<file path="config.mk">
export PLATFORM = sky130hd
export DESIGN_NAME = vga_timing_gen
export DESIGN_NICKNAME = d
export VERILOG_FILES = /design/src/rtl/vga_timing_gen.sv
export SDC_FILE = /design/constraint.sdc
export NUM_CORES = 1
export LEC_CHECK = 0
export BUFFER_PORTS_ARGS = -buffer_cell sky130_fd_sc_hd__buf_2
export CELL_PAD_IN_SITES_DETAIL_PLACEMENT = 1
export CELL_PAD_IN_SITES_GLOBAL_PLACEMENT = 2
export CORE_ASPECT_RATIO = 1.2
export CORE_MARGIN = 2
export CORE_UTILIZATION = 38
export CTS_CLUSTER_SIZE = 25
export DETAILED_ROUTE_END_ITERATION = 10
export PLACE_DENSITY_LB_ADDON = 0.15
export SLEW_MARGIN = 10
export SYNTH_ARGS = -nofsm -noshare
export SYNTH_HDL_FRONTEND = slang
export SYNTH_SLANG_ARGS = --single-unit
</file>
<file path="constraint.sdc">
create_clock -name clk -period 6 [get_ports clk]
set_input_delay 0.6 -clock clk [delete_from_list [all_inputs] [get_ports clk]]
set_output_delay 0.6 -clock clk [all_outputs]
set_load 0.1 [all_outputs]
</file>
<file path="src/rtl/vga_timing_gen.sv">
// Parametrised VGA raster timing generator with frame-synchronous test patterns.
// Timing outputs and colours are decoded from the post-update counters, so they stay mutually consistent.
module vga_timing_gen #(
    parameter int H_ACTIVE = 640,
    parameter int H_FP     = 16,
    parameter int H_SYNC   = 96,
    parameter int H_BP     = 48,
    parameter int V_ACTIVE = 480,
    parameter int V_FP     = 10,
    parameter int V_SYNC   = 2,
    parameter int V_BP     = 33,
    parameter int SYNC_POL = 0,
    parameter int DIV      = 4,
    parameter int COLOR_W  = 4,
    parameter int CHK_LOG2 = 3,
    localparam int H_TOTAL = H_ACTIVE + H_FP + H_SYNC + H_BP,
    localparam int V_TOTAL = V_ACTIVE + V_FP + V_SYNC + V_BP,
    localparam int HW      = $clog2(H_TOTAL),
    localparam int VW      = $clog2(V_TOTAL)
) (
    input  logic                 clk,
    input  logic                 rst,
    input  logic [1:0]           mode,
    input  logic [3*COLOR_W-1:0] solid_rgb,
    output logic                 pix_ce,
    output logic [HW-1:0]        h_pos,
    output logic [VW-1:0]        v_pos,
    output logic                 de,
    output logic                 hsync,
    output logic                 vsync,
    output logic                 frame_start,
    output logic [COLOR_W-1:0]   red,
    output logic [COLOR_W-1:0]   green,
    output logic [COLOR_W-1:0]   blue
);

    localparam int DW = (DIV > 1) ? $clog2(DIV) : 1;
    localparam logic [DW-1:0] DIV_LAST = DW'(DIV - 1);
    localparam logic [HW-1:0] H_LAST   = HW'(H_TOTAL - 1);
    localparam logic [HW-1:0] H_ACT    = HW'(H_ACTIVE);
    localparam logic [HW-1:0] HS_BEG   = HW'(H_ACTIVE + H_FP);
    localparam logic [HW-1:0] HS_END   = HW'(H_ACTIVE + H_FP + H_SYNC - 1);
    localparam logic [VW-1:0] V_LAST   = VW'(V_TOTAL - 1);
    localparam logic [VW-1:0] V_ACT    = VW'(V_ACTIVE);
    localparam logic [VW-1:0] VS_BEG   = VW'(V_ACTIVE + V_FP);
    localparam logic [VW-1:0] VS_END   = VW'(V_ACTIVE + V_FP + V_SYNC - 1);
    localparam int BAR_W = H_ACTIVE / 8;
    localparam logic [31:0] BAR_END = 32'(8 * BAR_W);
    localparam logic [31:0] BAR_DIV = 32'((BAR_W > 0) ? BAR_W : 1);
    localparam logic SYNC_ON = (SYNC_POL != 0) ? 1'b1 : 1'b0;
    localparam logic [3*COLOR_W-1:0] RGB_ZERO = {(3*COLOR_W){1'b0}};
    localparam logic [3*COLOR_W-1:0] RGB_FULL = {(3*COLOR_W){1'b1}};

    // Colour for one active pixel; the caller blanks it outside the active region.
    function automatic logic [3*COLOR_W-1:0] pixel_rgb(
        input logic [1:0]           m,
        input logic [HW-1:0]        h,
        input logic [VW-1:0]        v,
        input logic [3*COLOR_W-1:0] solid
    );
        logic [2:0]           bar_s;
        logic [3*COLOR_W-1:0] rgb_s;
        bar_s = 3'b000;
        rgb_s = RGB_ZERO;
        case (m)
            2'd0: rgb_s = RGB_ZERO;
            2'd1: begin
                if (32'(h) < BAR_END) begin
                    case (3'(32'(h) / BAR_DIV))
                        3'd0:    bar_s = 3'b111;
                        3'd1:    bar_s = 3'b110;
                        3'd2:    bar_s = 3'b011;
                        3'd3:    bar_s = 3'b010;
                        3'd4:    bar_s = 3'b101;
                        3'd5:    bar_s = 3'b100;
                        3'd6:    bar_s = 3'b001;
                        default: bar_s = 3'b000;
                    endcase
                end else begin
                    bar_s = 3'b000;
                end
                rgb_s = {{COLOR_W{bar_s[2]}}, {COLOR_W{bar_s[1]}}, {COLOR_W{bar_s[0]}}};
            end
            2'd2: rgb_s = ((((32'(h) >> CHK_LOG2) ^ (32'(v) >> CHK_LOG2)) & 32'd1) != 32'd0)
                          ? RGB_FULL : RGB_ZERO;
            2'd3: rgb_s = solid;
            default: rgb_s = RGB_ZERO;
        endcase
        return rgb_s;
    endfunction

    logic [DW-1:0]        div_q, div_d;
    logic [HW-1:0]        h_q, h_d;
    logic [VW-1:0]        v_q, v_d;
    logic                 de_q, de_d, hs_q, hs_d, vs_q, vs_d, fs_q, fs_d;
    logic [3*COLOR_W-1:0] rgb_q, rgb_d, solid_q, solid_d;
    logic [1:0]           mode_q, mode_d;
    logic                 ce_s, h_wrap_s, frame_wrap_s;

    // Next-state: divider, raster counters, frame-boundary pattern latch and output decode.
    always_comb begin
        ce_s         = rst && (div_q == DIV_LAST);
        h_wrap_s     = (h_q == H_LAST);
        frame_wrap_s = ce_s && h_wrap_s && (v_q == V_LAST);
        div_d        = (div_q == DIV_LAST) ? {DW{1'b0}} : div_q + DW'(1'b1);
        h_d          = h_q;
        v_d          = v_q;
        if (ce_s) begin
            h_d = h_wrap_s ? {HW{1'b0}} : h_q + HW'(1'b1);
            if (h_wrap_s) begin
                v_d = (v_q == V_LAST) ? {VW{1'b0}} : v_q + VW'(1'b1);
            end else begin
                v_d = v_q;
            end
        end else begin
            h_d = h_q;
        end
        // The new pattern selection applies from pixel (0,0) of the frame it is latched for.
        mode_d  = frame_wrap_s ? mode : mode_q;
        solid_d = frame_wrap_s ? solid_rgb : solid_q;
        fs_d    = ce_s ? frame_wrap_s : fs_q;
        de_d    = (h_d < H_ACT) && (v_d < V_ACT);
        hs_d    = ((h_d >= HS_BEG) && (h_d <= HS_END)) ? SYNC_ON : ~SYNC_ON;
        vs_d    = ((v_d >= VS_BEG) && (v_d <= VS_END)) ? SYNC_ON : ~SYNC_ON;
        rgb_d   = de_d ? pixel_rgb(mode_d, h_d, v_d, solid_d) : RGB_ZERO;
    end

    // State and registered outputs, asynchronously cleared.
    always_ff @(posedge clk or negedge rst) begin
        if (!rst) begin
            div_q   <= {DW{1'b0}};
            h_q     <= {HW{1'b0}};
            v_q     <= {VW{1'b0}};
            de_q    <= 1'b1;
            hs_q    <= ~SYNC_ON;
            vs_q    <= ~SYNC_ON;
            fs_q    <= 1'b0;
            rgb_q   <= RGB_ZERO;
            mode_q  <= 2'd0;
            solid_q <= RGB_ZERO;
        end else begin
            div_q   <= div_d;
            h_q     <= h_d;
            v_q     <= v_d;
            de_q    <= de_d;
            hs_q    <= hs_d;
            vs_q    <= vs_d;
            fs_q    <= fs_d;
            rgb_q   <= rgb_d;
            mode_q  <= mode_d;
            solid_q <= solid_d;
        end
    end

    assign pix_ce      = ce_s;
    assign h_pos       = h_q;
    assign v_pos       = v_q;
    assign de          = de_q;
    assign hsync       = hs_q;
    assign vsync       = vs_q;
    assign frame_start = fs_q;
    assign red         = rgb_q[3*COLOR_W-1:2*COLOR_W];
    assign green       = rgb_q[2*COLOR_W-1:COLOR_W];
    assign blue        = rgb_q[COLOR_W-1:0];

endmodule

</file>
==> impl_summary.log <==
[metrics] flip-flop and latch count after synthesis: 52
[metrics] area of the mapped netlist: ~2900 µm²
[metrics] CP max-delay cell: sky130_fd_sc_hd__xor2_1
[metrics] Unique masters post-synth: 65
[metrics] area share of xor/xnor cells in the synthesized design: under 10%
[metrics] Die Footprint: 8240 µm²
[metrics] share of flip-flops with an asynchronous set or reset after synthesis: 100%
[metrics] grt total ovfl: 0
[metrics] overall die height: roughly 99 µm
[metrics] number of cells upsized or downsized after cts: 0
[metrics] DP Cell Count: between 400 and 500
[metrics] via count: approximately 2.3k
[metrics] worst hold slack after final layout: about 0.28 ns
[metrics] fraction of the mapped netlist area in adder cells: 2.19%
[metrics] overall power: between 800 and 900 µW
[metrics] count of TritonRoute iterations in the first routing pass: 4
[metrics] floorplan core area: between 7000 and 8000 µm²
[metrics] CP Max Fanout: 27
[metrics] total number of placement rows: 34
[metrics] Detailed Place HPWL: ~5.5 mm
[metrics] wire length of the first global-routing pass: approximately 12 mm
[metrics] highest attainable clock frequency: approximately 0.23 GHz
[metrics] final-report hold violation count: 0
[metrics] count of unresolved DRC violations after routing: 0
[metrics] Max clock buf depth: 2
[metrics] number of enable flip-flop cells after synthesis: 0
[metrics] TritonCTS Buffers: 5
[metrics] Post-Synthesis Cells: between 200 and 300
[metrics] share of post-route cells with drive strength above 1: between 20 and 30%
[metrics] count of port buffers added during placement: between 50 and 60
[metrics] layout-stage area growth over the synthesis result: 17.5%
[metrics] most frequent cells in the layout: sky130_fd_sc_hd__buf_2, sky130_fd_sc_hd__dfrtp_1, sky130_fd_sc_hd__nand2_1
[metrics] routed wire length per instance: about 17 µm
[metrics] Worst Clk Skew: between 0.01 and 0.015 ns
[metrics] Max transition margin: 48.0%
[metrics] cells along the critical path: buf_2 -> and4_1 -> nand4_1 -> xor2_1 -> nor2_1 -> ha_1 -> a221oi_2 -> a211o_1 -> o22a_1 -> o211ai_1 -> o311ai_0 -> a211oi_1 -> o32ai_1
[metrics] total I/O pin count: 53
[metrics] worst hold-check path type: in2async
[metrics] clock tree from TritonCTS: built
[metrics] kind of capture point of the worst setup path: flop
[metrics] pin count of the biggest net entering global routing: 29
[metrics] Compound-Gate Fraction of Synth Area: between 10% and 20%
[metrics] Final ANT Viol Nets: 0
[metrics] Final period util: around 73%
[metrics] buffer cell driving the clock tree root: sky130_fd_sc_hd__clkbuf_8
[metrics] run status: finished clean
[metrics] H-tree depth reported by CTS: 2
[metrics] Syn Area/Cell: approximately 10 µm²
[metrics] simple-gate portion of the synthesized area: between 10% and 20%
[metrics] transition time of the tightest slew-check pin: just under 0.8 ns
[metrics] max_cap viols: 0
[metrics] data required time at the worst endpoint: a little over 6 ns
[metrics] highest cell delay on the worst timing path: around 0.66 ns
[metrics] die outline width: between 80 and 90 µm
[metrics] postcts setup bufs: 0
[metrics] number of diodes added for antenna fixing: 0
[metrics] # fillers: ~850
[metrics] unrepaired setup endpoints after global routing: false
[metrics] clock slew at the register clock pins of the worst setup and hold paths: about 0.10 ns
[metrics] Net count, final: approximately 350
[metrics] minimum clock period after layout: between 4 and 5 ns
[metrics] Starting Density: 39.3%
[metrics] antenna violations before repair: 0
[metrics] Synth Net Count: just under 300
[metrics] setup violation total in the final timing report: 0
[metrics] arrival time of the worst setup path: 4.58 ns
[metrics] clock sinks: 52
[metrics] Power Dens Cells: between 200 and 250 nW/µm²
[metrics] type of the worst setup path: in2reg
[metrics] most common cell after layout, fill and taps aside: sky130_fd_sc_hd__buf_2
[metrics] DR iter-0 viols: 62
[metrics] post-route setup TNS: 0 ns
[metrics] Final Slew Violations: 0
[metrics] final non-filler cell total: 421
[metrics] final estimated routing congestion in global placement: between 0.8 and 0.9
[metrics] min setup slack post-route: approximately 1.6 ns
[metrics] number of global-route vias before repair: about 2.4k
[metrics] hold bufs inserted after CTS: 0
[metrics] overall routed net length: about 7.3 mm
[metrics] largest family of logic cells by synthesized area: simple AND/OR/NAND/NOR gates
[metrics] dpl ws: roughly 1.3 ns
[metrics] most used flip-flop cell after synthesis: sky130_fd_sc_hd__dfrtp_1
[metrics] post-synthesis mux area share: 6.26%
[metrics] Pleak: between 1.5 and 2 nW
[metrics] all-layer global routing usage: around 18%
[metrics] clock latency at the later pin of the worst-skew pair: approximately 0.31 ns
[metrics] post-DR vias/cell: 5.50
[metrics] Worst IR Drop VDD: between 0.1 and 0.15 mV
[metrics] portion of the post-synthesis area used by sequential elements: 45.6%
[metrics] number of warnings reported in the yosys synthesis log: 0
[metrics] element type at the critical path start: input pin
[through the flow]
step,utilization [%],cell area (µm²)
after floorplan,-,2860
after global placement,44.3,3220
after detailed placement,44.3,3220
after CTS,46.2,3360
after global routing,46.2,3360
final,46.2,3360
[synthesized netlist by cell type, types with 4 or more instances]
cell type | count | area, µm²
sky130_fd_sc_hd__buf_2 | 5 | 25.0
sky130_fd_sc_hd__xor2_1 | 9 | 78.8
sky130_fd_sc_hd__nand4_1 | 6 | 37.5
sky130_fd_sc_hd__a21oi_1 | 10 | 50.1
sky130_fd_sc_hd__dfrtp_1 | 49 | 1230
sky130_fd_sc_hd__xnor2_1 | 9 | 78.8
sky130_fd_sc_hd__inv_1 | 14 | 52.6
sky130_fd_sc_hd__mux2_2 | 15 | 169
sky130_fd_sc_hd__nor2_1 | 14 | 52.6
sky130_fd_sc_hd__a31oi_1 | 4 | 25.0
sky130_fd_sc_hd__nor3_1 | 7 | 35.0
sky130_fd_sc_hd__nor4_1 | 4 | 25.0
sky130_fd_sc_hd__a21boi_0 | 5 | 37.5
sky130_fd_sc_hd__ha_1 | 5 | 62.6
sky130_fd_sc_hd__o21ai_0 | 8 | 40.0
sky130_fd_sc_hd__o211ai_1 | 4 | 30.0
sky130_fd_sc_hd__o32ai_1 | 5 | 43.8
sky130_fd_sc_hd__nand3_1 | 7 | 35.0
sky130_fd_sc_hd__nand2_1 | 26 | 97.6
sky130_fd_sc_hd__and3_1 | 4 | 25.0
[cells by family after synthesis]
group                      after synthesis
and+or+nand+nor                         95
AOI/OAI and AO/OA                       66
DFF                                     52
buffers and inverters                   24
xor gates and xnor gates                18
muxes                                   16
adders and majority gates                5
[flip-flops by register name, summed over array words and instances (netlist names)]
signal	count
v_pos	10
de	1
vsync	1
rgb_q	12
mode_q	2
h_pos	10
div_q	2
solid_q	12
frame_start	1
hsync	1
[cell type report]
type / count / area, µm² / share of cell area, %
Multi-Input combinational cell: 200 / 1460 / 43.4
Clock inverter: 3 / 68.8 / 2.05
Tap cell: 90 / 113 / 3.35
Sequential cell: 52 / 1310 / 38.8
Clock buffer: 5 / 68.8 / 2.05
Timing Repair Buffer: 56 / 290 / 8.64
Inverter: 15 / 56.3 / 1.68
[critical path, delay by kind of cell]
kind	cells	cell delay, ns
fa+ha+maj	1	0.34
compound gates	7	1.86
buf+inv	1	0.47
xor+xnor	1	0.66
simple gates	3	0.65
[final timing paths]
kind / from / endpoint / slack (ns) / depth (start not counted)
setup / recovery: rst / rgb_q[1] / 1.63 / 13
hold / removal: rst / h_pos[5] / 0.28 / 1
setup reg to reg: div_q[0] / rgb_q[1] / 1.90 / 13
hold reg to reg: div_q[0] / div_q[0] / 0.44 / 1
max in group asynchronous: rst / vsync / 4.90 / 2
min in group clk: div_q[0] / div_q[0] / 0.44 / 1
[metal layers]
metal / track usage, % / vias to the layer above / part of all wire (%)
li1: - / 1129 / -
met1: 23.2 / 1135 / 44
met2: 32.0 / 44 / 51
met3: 2.93 / 6 / 3.4
met4: 3.78 / 0 / 0.78
met5: 0 / - / 0
[where the power goes]
part	internal, mW	total [mW]	switching (mW)
clock network	0.168	0.294	0.126
registers	0.361	0.378	0.0170
logic	0.0246	0.133	0.108
(Power assumes the default switching activity.)
